--- config.mk ---
export PLATFORM = sky130hd
export DESIGN_NAME = face_region_locator
export DESIGN_NICKNAME = d
export VERILOG_FILES = /design/src/rtl/face_region_locator.sv
export SDC_FILE = /design/constraint.sdc
export NUM_CORES = 2
export LEC_CHECK = 0
export BUFFER_PORTS_ARGS = -buffer_cell sky130_fd_sc_hd__buf_4
export CAP_MARGIN = 40
export CORE_MARGIN = 1.5
export CORE_UTILIZATION = 60
export CTS_CLUSTER_SIZE = 16
export DETAILED_ROUTE_END_ITERATION = 8
export GPL_TIMING_DRIVEN = 0
export PLACE_DENSITY = 0.78
export SLEW_MARGIN = 20
export SYNTH_ARGS = -nofsm -noshare
export SYNTH_HDL_FRONTEND = slang
export SYNTH_SLANG_ARGS = --single-unit
--- constraint.sdc ---
create_clock -name CLK -period 19.1 [get_ports CLK]
set_input_delay 1.91 -clock CLK [delete_from_list [all_inputs] [get_ports CLK]]
set_output_delay 1.91 -clock CLK [all_outputs]
set_load 0.1 [all_outputs]
--- src/rtl/face_region_locator.sv ---
// Sweeps a GRID_W x GRID_H XYZ buffer once per START, classifies skin pixels and reports count,
// face flag and bounding box. Define FACE_LOCATOR_CENTROID_EN to add centroid outputs (DIVIDE state).
module face_region_locator #(
   parameter int          GRID_W     = 20,
   parameter int          GRID_H     = 20,
   parameter logic [31:0] Y_MIN      = 32'd2000,
   parameter logic [31:0] Y_MAX      = 32'd60000,
   parameter logic [9:0]  CX_LO      = 10'd330,
   parameter logic [9:0]  CX_HI      = 10'd430,
   parameter logic [9:0]  CY_LO      = 10'd300,
   parameter logic [9:0]  CY_HI      = 10'd380,
   parameter logic [8:0]  MIN_PIXELS = 9'd12
) (
   input  logic               CLK,
   input  logic               RST_N,
   input  logic               START,
   output logic               RD_EN,
   output logic [8:0]         RD_ADDR,
   input  logic signed [31:0] X_IN,
   input  logic signed [31:0] Y_IN,
   input  logic signed [31:0] Z_IN,
   output logic               BUSY,
   output logic               DONE,
   output logic               FACE_FOUND,
   output logic [8:0]         SKIN_COUNT,
   output logic [4:0]         COL_MIN,
   output logic [4:0]         COL_MAX,
   output logic [4:0]         ROW_MIN,
   output logic [4:0]         ROW_MAX
`ifdef FACE_LOCATOR_CENTROID_EN
   ,
   output logic [4:0]         CENT_COL,
   output logic [4:0]         CENT_ROW
`endif
);

   localparam logic [8:0] LAST_ADDR = 9'(GRID_W * GRID_H - 1);
   localparam logic [4:0] LAST_COL  = 5'(GRID_W - 1);

`ifdef FACE_LOCATOR_CENTROID_EN
   typedef enum logic [2:0] {ST_IDLE = 3'd0, ST_READ = 3'd1, ST_DRAIN = 3'd2,
                             ST_REPORT = 3'd3, ST_DIVIDE = 3'd4} state_t;
   localparam state_t AFTER_DRAIN = ST_DIVIDE;
`else
   typedef enum logic [1:0] {ST_IDLE = 2'd0, ST_READ = 2'd1, ST_DRAIN = 2'd2,
                             ST_REPORT = 2'd3} state_t;
   localparam state_t AFTER_DRAIN = ST_REPORT;
`endif

   state_t state_r, state_s;
   logic       rd_en_r, busy_r, done_r, drain_cnt_r;
   logic [8:0] rd_addr_r;
   logic [4:0] col_r, row_r, col_d1_r, row_d1_r, col_s1_r, row_s1_r;
   logic       vld_d1_r, vld_s1_r;
   logic signed [31:0] x_s1_r, y_s1_r, z_s1_r;
   logic signed [33:0] sum_s;
   logic signed [63:0] x_w_s, y_w_s, s_w_s;
   logic       skin_s;
   logic [8:0] cnt_r, cnt_s;
   logic [4:0] cmin_r, cmax_r, rmin_r, rmax_r, cmin_s, cmax_s, rmin_s, rmax_s;
   logic       face_r;
   logic [8:0] count_out_r;
   logic [4:0] cmin_out_r, cmax_out_r, rmin_out_r, rmax_out_r;
`ifdef FACE_LOCATOR_CENTROID_EN
   logic [12:0] csum_r, rsum_r, csum_s, rsum_s, crem_r, rrem_r, crem_nx_s, rrem_nx_s;
   logic [13:0] div_s;
   logic [4:0]  cq_r, rq_r, cq_nx_s, rq_nx_s, ccent_out_r, rcent_out_r;
   logic [2:0]  div_it_r;
`endif

   // Next-state logic
   always_comb begin
      state_s = state_r;
      case (state_r)
         ST_IDLE:   if (START) state_s = ST_READ; else state_s = ST_IDLE;
         ST_READ:   if (rd_addr_r == LAST_ADDR) state_s = ST_DRAIN; else state_s = ST_READ;
         ST_DRAIN:  if (drain_cnt_r) state_s = AFTER_DRAIN; else state_s = ST_DRAIN;
`ifdef FACE_LOCATOR_CENTROID_EN
         ST_DIVIDE: if (div_it_r == 3'd0) state_s = ST_REPORT; else state_s = ST_DIVIDE;
`endif
         ST_REPORT: state_s = ST_IDLE;
         default:   state_s = ST_IDLE;
      endcase
   end

   // State register
   always_ff @(posedge CLK or negedge RST_N) begin
      if (!RST_N) state_r <= ST_IDLE;
      else        state_r <= state_s;
   end

   // Read address generation, drain timer and status flags
   always_ff @(posedge CLK or negedge RST_N) begin
      if (!RST_N) begin
         rd_en_r     <= 1'b0;
         rd_addr_r   <= 9'd0;
         col_r       <= 5'd0;
         row_r       <= 5'd0;
         drain_cnt_r <= 1'b0;
         busy_r      <= 1'b0;
         done_r      <= 1'b0;
      end else begin
         rd_en_r <= (state_s == ST_READ);
         busy_r  <= (state_s != ST_IDLE) && (state_s != ST_REPORT);
         done_r  <= (state_s == ST_REPORT);
         if (state_r == ST_DRAIN) drain_cnt_r <= ~drain_cnt_r;
         else                     drain_cnt_r <= 1'b0;
         if ((state_s == ST_READ) && (state_r == ST_READ)) begin
            rd_addr_r <= rd_addr_r + 9'd1;
            if (col_r == LAST_COL) begin
               col_r <= 5'd0;
               row_r <= row_r + 5'd1;
            end else begin
               col_r <= col_r + 5'd1;
               row_r <= row_r;
            end
         end else begin
            rd_addr_r <= 9'd0;
            col_r     <= 5'd0;
            row_r     <= 5'd0;
         end
      end
   end

   // Pixel pipeline: coordinates wait one cycle for the buffer, then travel with the sample
   always_ff @(posedge CLK or negedge RST_N) begin
      if (!RST_N) begin
         vld_d1_r <= 1'b0;
         col_d1_r <= 5'd0;
         row_d1_r <= 5'd0;
         vld_s1_r <= 1'b0;
         x_s1_r   <= 32'sd0;
         y_s1_r   <= 32'sd0;
         z_s1_r   <= 32'sd0;
         col_s1_r <= 5'd0;
         row_s1_r <= 5'd0;
      end else begin
         vld_d1_r <= rd_en_r;
         col_d1_r <= col_r;
         row_d1_r <= row_r;
         vld_s1_r <= vld_d1_r;
         if (vld_d1_r) begin
            x_s1_r   <= X_IN;
            y_s1_r   <= Y_IN;
            z_s1_r   <= Z_IN;
            col_s1_r <= col_d1_r;
            row_s1_r <= row_d1_r;
         end else begin
            x_s1_r   <= x_s1_r;
            y_s1_r   <= y_s1_r;
            z_s1_r   <= z_s1_r;
            col_s1_r <= col_s1_r;
            row_s1_r <= row_s1_r;
         end
      end
   end

   // Skin classifier: chromaticity ratios compared by cross-multiplication against S
   always_comb begin
      sum_s = $signed({{2{x_s1_r[31]}}, x_s1_r}) + $signed({{2{y_s1_r[31]}}, y_s1_r})
            + $signed({{2{z_s1_r[31]}}, z_s1_r});
      s_w_s = $signed({{30{sum_s[33]}}, sum_s});
      x_w_s = $signed({{32{x_s1_r[31]}}, x_s1_r}) <<< 10;
      y_w_s = $signed({{32{y_s1_r[31]}}, y_s1_r});
      skin_s = vld_s1_r
            && (x_s1_r > 32'sd0) && (y_s1_r > 32'sd0) && (z_s1_r > 32'sd0)
            && (y_w_s >= $signed({32'd0, Y_MIN})) && (y_w_s <= $signed({32'd0, Y_MAX}))
            && ($signed({54'd0, CX_LO}) * s_w_s <= x_w_s)
            && (x_w_s <= $signed({54'd0, CX_HI}) * s_w_s)
            && ($signed({54'd0, CY_LO}) * s_w_s <= (y_w_s <<< 10))
            && ((y_w_s <<< 10) <= $signed({54'd0, CY_HI}) * s_w_s);
   end

   // Accumulator update for the pixel in stage 2
   always_comb begin
      cnt_s  = cnt_r;
      cmin_s = cmin_r;
      cmax_s = cmax_r;
      rmin_s = rmin_r;
      rmax_s = rmax_r;
      if (skin_s) begin
         cnt_s = cnt_r + 9'd1;
         if (col_s1_r < cmin_r) cmin_s = col_s1_r; else cmin_s = cmin_r;
         if (col_s1_r > cmax_r) cmax_s = col_s1_r; else cmax_s = cmax_r;
         if (row_s1_r < rmin_r) rmin_s = row_s1_r; else rmin_s = rmin_r;
         if (row_s1_r > rmax_r) rmax_s = row_s1_r; else rmax_s = rmax_r;
      end else begin
         cnt_s = cnt_r;
      end
   end

`ifdef FACE_LOCATOR_CENTROID_EN
   // Coordinate sums and one restoring-divider step per DIVIDE cycle, MSB first
   always_comb begin
      csum_s = csum_r;
      rsum_s = rsum_r;
      if (skin_s) begin
         csum_s = csum_r + {8'd0, col_s1_r};
         rsum_s = rsum_r + {8'd0, row_s1_r};
      end else begin
         csum_s = csum_r;
      end
      div_s     = {5'd0, cnt_r} << div_it_r;
      crem_nx_s = crem_r;
      cq_nx_s   = cq_r;
      rrem_nx_s = rrem_r;
      rq_nx_s   = rq_r;
      if ({1'b0, crem_r} >= div_s) begin
         crem_nx_s = crem_r - div_s[12:0];
         cq_nx_s   = cq_r | (5'd1 << div_it_r);
      end else begin
         crem_nx_s = crem_r;
      end
      if ({1'b0, rrem_r} >= div_s) begin
         rrem_nx_s = rrem_r - div_s[12:0];
         rq_nx_s   = rq_r | (5'd1 << div_it_r);
      end else begin
         rrem_nx_s = rrem_r;
      end
   end

   // Divider registers
   always_ff @(posedge CLK or negedge RST_N) begin
      if (!RST_N) begin
         crem_r <= 13'd0; rrem_r <= 13'd0;
         cq_r <= 5'd0; rq_r <= 5'd0;
         div_it_r <= 3'd0;
      end else if ((state_r == ST_DRAIN) && (state_s == ST_DIVIDE)) begin
         crem_r <= csum_s; rrem_r <= rsum_s;
         cq_r <= 5'd0; rq_r <= 5'd0;
         div_it_r <= 3'd4;
      end else if (state_r == ST_DIVIDE) begin
         crem_r <= crem_nx_s; rrem_r <= rrem_nx_s;
         cq_r <= cq_nx_s; rq_r <= rq_nx_s;
         div_it_r <= div_it_r - 3'd1;
      end else begin
         div_it_r <= div_it_r;
      end
   end
`endif

   // Accumulators, cleared on the accepted START
   always_ff @(posedge CLK or negedge RST_N) begin
      if (!RST_N) begin
         cnt_r <= 9'd0; cmin_r <= 5'd31; cmax_r <= 5'd0; rmin_r <= 5'd31; rmax_r <= 5'd0;
`ifdef FACE_LOCATOR_CENTROID_EN
         csum_r <= 13'd0; rsum_r <= 13'd0;
`endif
      end else if ((state_r == ST_IDLE) && START) begin
         cnt_r <= 9'd0; cmin_r <= 5'd31; cmax_r <= 5'd0; rmin_r <= 5'd31; rmax_r <= 5'd0;
`ifdef FACE_LOCATOR_CENTROID_EN
         csum_r <= 13'd0; rsum_r <= 13'd0;
`endif
      end else begin
         cnt_r <= cnt_s; cmin_r <= cmin_s; cmax_r <= cmax_s; rmin_r <= rmin_s; rmax_r <= rmax_s;
`ifdef FACE_LOCATOR_CENTROID_EN
         csum_r <= csum_s; rsum_r <= rsum_s;
`endif
      end
   end

   // Result registers; the final pixel lands on the same edge, so load from the next-values
   always_ff @(posedge CLK or negedge RST_N) begin
      if (!RST_N) begin
         face_r <= 1'b0; count_out_r <= 9'd0;
         cmin_out_r <= 5'd0; cmax_out_r <= 5'd0; rmin_out_r <= 5'd0; rmax_out_r <= 5'd0;
`ifdef FACE_LOCATOR_CENTROID_EN
         ccent_out_r <= 5'd0; rcent_out_r <= 5'd0;
`endif
      end else if (state_s == ST_REPORT) begin
         count_out_r <= cnt_s;
         face_r      <= (cnt_s >= MIN_PIXELS);
         if (cnt_s == 9'd0) begin
            cmin_out_r <= 5'd0; cmax_out_r <= 5'd0; rmin_out_r <= 5'd0; rmax_out_r <= 5'd0;
`ifdef FACE_LOCATOR_CENTROID_EN
            ccent_out_r <= 5'd0; rcent_out_r <= 5'd0;
`endif
         end else begin
            cmin_out_r <= cmin_s; cmax_out_r <= cmax_s; rmin_out_r <= rmin_s; rmax_out_r <= rmax_s;
`ifdef FACE_LOCATOR_CENTROID_EN
            ccent_out_r <= cq_nx_s; rcent_out_r <= rq_nx_s;
`endif
         end
      end else begin
         face_r <= face_r;
      end
   end

   assign RD_EN      = rd_en_r;
   assign RD_ADDR    = rd_addr_r;
   assign BUSY       = busy_r;
   assign DONE       = done_r;
   assign FACE_FOUND = face_r;
   assign SKIN_COUNT = count_out_r;
   assign COL_MIN    = cmin_out_r;
   assign COL_MAX    = cmax_out_r;
   assign ROW_MIN    = rmin_out_r;
   assign ROW_MAX    = rmax_out_r;
`ifdef FACE_LOCATOR_CENTROID_EN
   assign CENT_COL   = ccent_out_r;
   assign CENT_ROW   = rcent_out_r;
`endif

endmodule

-- After elaboration in Yosys (flattened, before gate mapping)
Index checks and enable logic that the tools add are counted.
- $add $sub $neg: 6
- multiply operators: 4
- $lt $le $gt $ge: 14
- equal/unequal tests: 9
- mux-type cells: 28
- bitwise operators: 1
- reductions and logical operators: 15
- operator list (kind ; count):
    two-way mux 5 bit ; 20
    greater-than comparator 32 x 1 -> 1 bit, second input constant ; 3
    less-or-equal comparator 42 x 44 -> 1 bit ; 2
    less-or-equal comparator 44 x 42 -> 1 bit ; 2
    multiplier 9 x 34 -> 43 bit, first input constant ; 2
    multiplier 8 x 34 -> 42 bit, first input constant ; 2
    adder 33 x 32 -> 34 bit ; 1
    adder 32 x 32 -> 33 bit ; 1
    greater-or-equal comparator 32 x 12 -> 1 bit, second input constant ; 1
    less-or-equal comparator 32 x 17 -> 1 bit, second input constant ; 1
    two-way mux 9 bit ; 3
    adder 9 x 1 -> 9 bit, second input constant ; 2
    logical AND 1 bit ; 12
    adder 5 x 1 -> 5 bit, second input constant ; 2
    greater-than comparator 5 bit ; 2
    < comparator 5 bit ; 2
    equality test 9 bit, second input constant ; 1
    greater-or-equal comparator 9 x 4 -> 1 bit, second input constant ; 1
    zero test 9 bit ; 1
    case mux 2 bit (4 select lines) ; 1
    equality test 2 bit, second input constant ; 3
    equality test 5 bit, second input constant ; 1
    equality test 2 x 1 -> 1 bit, second input constant ; 2
    two-way mux 1 bit ; 3
    6 further kinds ; 6
- bits in registers: 202
- input port bits: 99

-- Longest topological paths before layout
- depth in word-level cells: 13
- gate-level depth with buffers: 50
- gate-level depth less buffers: 48

-- Least setup slack after synthesis
No wires, ideal clock.
- path kind: register to register
- from: register x_s1_r[1]
- to: register cmin_out_r[0] (netlist: COL_MIN[0])
- library setup time: 0.150 ns
- arrival: 10.213 ns
- data required time: 18.950 ns
- slack: 8.737 ns
- cell stages (with the launch flop): 45
- clock period less this slack: 10.363 ns
- cell sequence: dfrtp_1 > inv_1 > fa_1 > inv_1 > ha_1 > inv_1 > fa_1 > nor2b_1 > o31a_1 > o41ai_2 > a21oi_1 > or2_2 > xnor2_1 > inv_1 > ha_1 > ha_1 > fa_1 > inv_1 > [... 9 more ...] > o21ai_1 > a211oi_1 > o31ai_1 > a21oi_1 > xnor2_1 > ha_1 > a21o_1 > a21o_1 > a221oi_2 > o21ai_1 > o311a_2 > nor4_2 > nand4_2 > or3_4 > mux2i_1 > and4_4 > buf_6 > a221oi_2
- cells in the longest elaborated chain, start to end: 13
- elaborated cells between the ends (all ways): 24
- those cells by class: add/sub: 2; mul: 4; order compare: 5; mux: 3; reduce/logical: 10
- ends and longest elaborated chain (what ; RTL line ; text):
    start: declaration ; 55 ; logic signed [31:0] x_s1_r, y_s1_r, z_s1_r;
    start signal: assignment ; 149 ; x_s1_r <= x_s1_r;
    branches (longest 9 deep; another with less-or-equal comparator 44 x 42 -> 1 bit) ; -- ;
    logical AND 1 bit * ; 171 ; && ((y_w_s <<< 10) <= $signed({54'd0, CY_HI}) * s_w_s);
    two-way mux 9 bit ; 181 ; if (skin_s) begin
    zero test 9 bit ; 273 ; if (cnt_s == 9'd0) begin
    two-way mux 5 bit * ; 273 ;
    end signal: assignment ; 279 ; cmin_out_r <= cmin_s; cmax_out_r <= cmax_s; rmin_out_r <= rmin_s; rmax_out_r <= rmax_s;
    end: declaration ; 63 ; logic [4:0] cmin_out_r, cmax_out_r, rmin_out_r, rmax_out_r;
Every way passes the cells marked *.
A chain may end at the register's enable or synchronous reset.

-- Worst setup path after layout
- from: register y_s1_r[1]
- to: register cmax_out_r[3] (netlist: COL_MAX[3])
- cells in the longest elaborated chain, start to end: 12
- elaborated cells between the ends (all ways): 25
- those cells by class: add/sub: 2; mul: 4; order compare: 7; mux: 3; reduce/logical: 9
- ends and longest elaborated chain (what ; RTL line ; text):
    start: declaration ; 55 ;
    start signal: assignment ; 150 ; y_s1_r <= y_s1_r;
    branches (longest 8 deep; another with less-or-equal comparator 44 x 42 -> 1 bit) ; -- ;
    logical AND 1 bit * ; 171 ;
    two-way mux 9 bit ; 181 ;
    zero test 9 bit ; 273 ;
    two-way mux 5 bit * ; 273 ;
    end signal: assignment ; 279 ;
    end: declaration ; 63 ;
Marks and branches as above.

==> key figures <==
Worst setup path
  – Nature of the critical path endpoint: flip-flop
  – Worst r2r src: y_s1_r[1]
  – Largest stage delay, worst path: 0.84 ns
  – Flop-to-flop setup slack: 5.60 ns
  – Reg2Reg Capture Point: COL_MAX[3]
  – Delay-heaviest family, CP: compound AO/OA/AOI/OAI gates
  – Critical path's slowest cell: nor4_2
  – Worst Path Required: 19.49 ns
  – Reg2reg path depth: 46
  – Critical path arrival: 13.89 ns
  – Crit-path most repeated cell: inv_1
  – Crit path buffers/inverters: 7
  – Crit-path max FO: 11
  – Worst setup SP type: flip-flop
  – Setup CP Type: reg -> reg

Status
  – Outcome: finished clean

Die
  – Die area: 57700 sq um
  – Initial Util: 60.9%
  – Cell Rows: 86
  – Core area: 55400 sq um
  – # IOs: 141
  – Die width: 240 microns
  – Die height: 240 microns

Synth
  – Seq/Total Area, Yosys: 15.0%
  – Yosys top cell by area: ha_1
  – Top_reg_cell synth: dfrtp_1
  – Distinct cell type count after synthesis: 89
  – Ranking of synthesized cells by area: ha_1 (22%), fa_1 (22%), dfrtp_1 (14%)
  – Syn. warnings: 0
  – Post-synth top area share: 21.7%
  – Async set-reset flop share out of synthesis: 100%
  – Post-Syn Instances: 3702
  – Number of synthesized register bits: 202
  – Mapped cell area: 33800 sq um
  – Post-synth EDFFs: 0
  – Mean Syn Cell Area: 9.12 sq um
  – Synthesized Nets: 4752

GRT
  – Largest net degree at the start of global routing: 93
  – First-pass GRT wire length: 148000 microns
  – GR Util All Layers: 33.4%
  – Gr ovfl total: 0
  – Initial antenna violation count: 0
  – Vias in the first global route: 26.8k

CTS
  – # Post-CTS Setup Buffers: 0
  – Hold_buf cts: 0
  – Clock Latency Late Sink: 0.54 ns
  – Resized Gates After CTS: 0
  – CTS Buffer Depth: 3
  – Clock-pin slew on the worst setup and hold paths: 0.07 ns
  – CTS buffer count: 21
  – CTS root buffer: clkbuf_16
  – Htree depth: 1
  – CTS tree: done
  – CTS sink count: 202

STA
  – Slew Viols, Final: 0
  – Least-Margin Pin Slew: 1.20 ns
  – Final setup TNS: 0 ns
  – # setup viols final: 0
  – Max Clock Freq: 74.1 MHz
  – Final cycle utilization of the critical path: 70.7%
  – Unrepaired setup endpoints after global routing: false
  – Worst slew margin: 20.1%
  – Clock Skew: 0.0161 ns
  – Fin crit period: 13.50 ns
  – Final hold vios: 0

Route
  – Vias per std cell: 5.86
  – TritonRoute pass-1 iters: 5
  – DR iter-0 viols: 2105
  – Final Routed Wirelength: 94900 microns
  – WL per Instance: 20.4 microns
  – Routed Antenna Nets: 0
  – Via Count: 27.3k
  – DR DRC count: 0

Cells and area
  – Design Area, Final: 36900 sq um
  – Area Growth Syn to Fin: 9.24%
  – Final Util: 66.6%
  – Most frequent cells in the layout: inv_1 (751), ha_1 (586), fa_1 (365)
  – # fillers: 4572
  – Layout Nets: 4943
  – Layout cell share with drive strength beyond 1: 8.24%
  – Antenna Diode Count: 0
  – Most common cell after layout, fill and taps aside: inv_1

Place
  – DP Area: 36100 sq um
  – Number of I/O port buffers: 140
  – DPL Wire Length: 80900 microns
  – GPL Wtd Cong: 0.992

Run
  – Max-Cap Viols: 0

Min path
  – Terminating pin of the worst hold path: vld_d1_r
  – Hold WC Path Type: reg -> reg
  – Hold Path Depth: 0
  – Hold path startpoint: RD_EN
[synth_stat cells (all sizes together) (44+ instances only)]
cell type  number
xor2           87
ha            586
xnor2         128
a21o          124
nand4          52
inv           753
a21oi         240
nor3           44
nor2          165
o21ai         176
nand2         181
dfrtp         192
fa            365
nand3          50
mux2           45
[routing by layer]
layer,vias up,wire [microns],global-route usage (%)
li1,12834,-,-
met1,13319,40500,46.1
met2,972,42800,52.9
met3,175,7360,5.05
met4,0,4240,12.8
met5,-,0,0
[stage by stage]
stage,setup slack [ns],hold WS (ns),std cells
2_1_floorplan,8.74,0.352,3702
6_report,5.60,0.387,4656
3_3_place_gp,5.22,0.367,4590
4_1_cts,5.55,0.392,4649
5_1_grt,4.95,0.403,4656
3_5_place_dp,5.61,0.373,4611
[sequential cells by signal (all words and copies together) (netlist names), 9 cells and up]
| name | flops |
|---|---|
| SKIN_COUNT | 9 |
| y_s1_r | 32 |
| cnt_r | 9 |
| x_s1_r | 32 |
| z_s1_r | 32 |
| RD_ADDR | 9 |
[area by class of cell]
class	instances	area, sq um	share of cell area (%)
clock buffers	28	592	1.60
well taps	748	936	2.54
flip-flops and latches	202	5070	13.7
multi-input cells	2698	25800	69.9
clock inverters	10	100	0.271
plain buffers	49	213	0.577
inverters	753	2830	7.66
repair buffers	168	1380	3.73
[worst max path at each step]
stage / start / to / cells after the start
after floorplan: x_s1_r[1] / COL_MIN[0] / 44
after global placement: y_s1_r[1] / COL_MAX[1] / 46
after detailed placement: y_s1_r[1] / COL_MAX[3] / 42
after CTS: y_s1_r[1] / COL_MAX[3] / 44
after global routing: y_s1_r[1] / COL_MAX[3] / 43
final: y_s1_r[1] / COL_MAX[3] / 46
[logic make-up after synthesis]
group / count (synthesis) / synth area share, %
buf+inv: 802 / 9.00
fa+ha+maj: 951 / 43.3
xor+xnor: 215 / 5.60
other cells: 1 / 0.0111
compound gates: 761 / 14.5
flops: 202 / 15.0
simple gates: 702 / 10.4
mux: 68 / 2.18
Power is left out: the tool's default activity adds up to more than one toggle a clock period on the data nets, which glitch-free logic cannot reach.
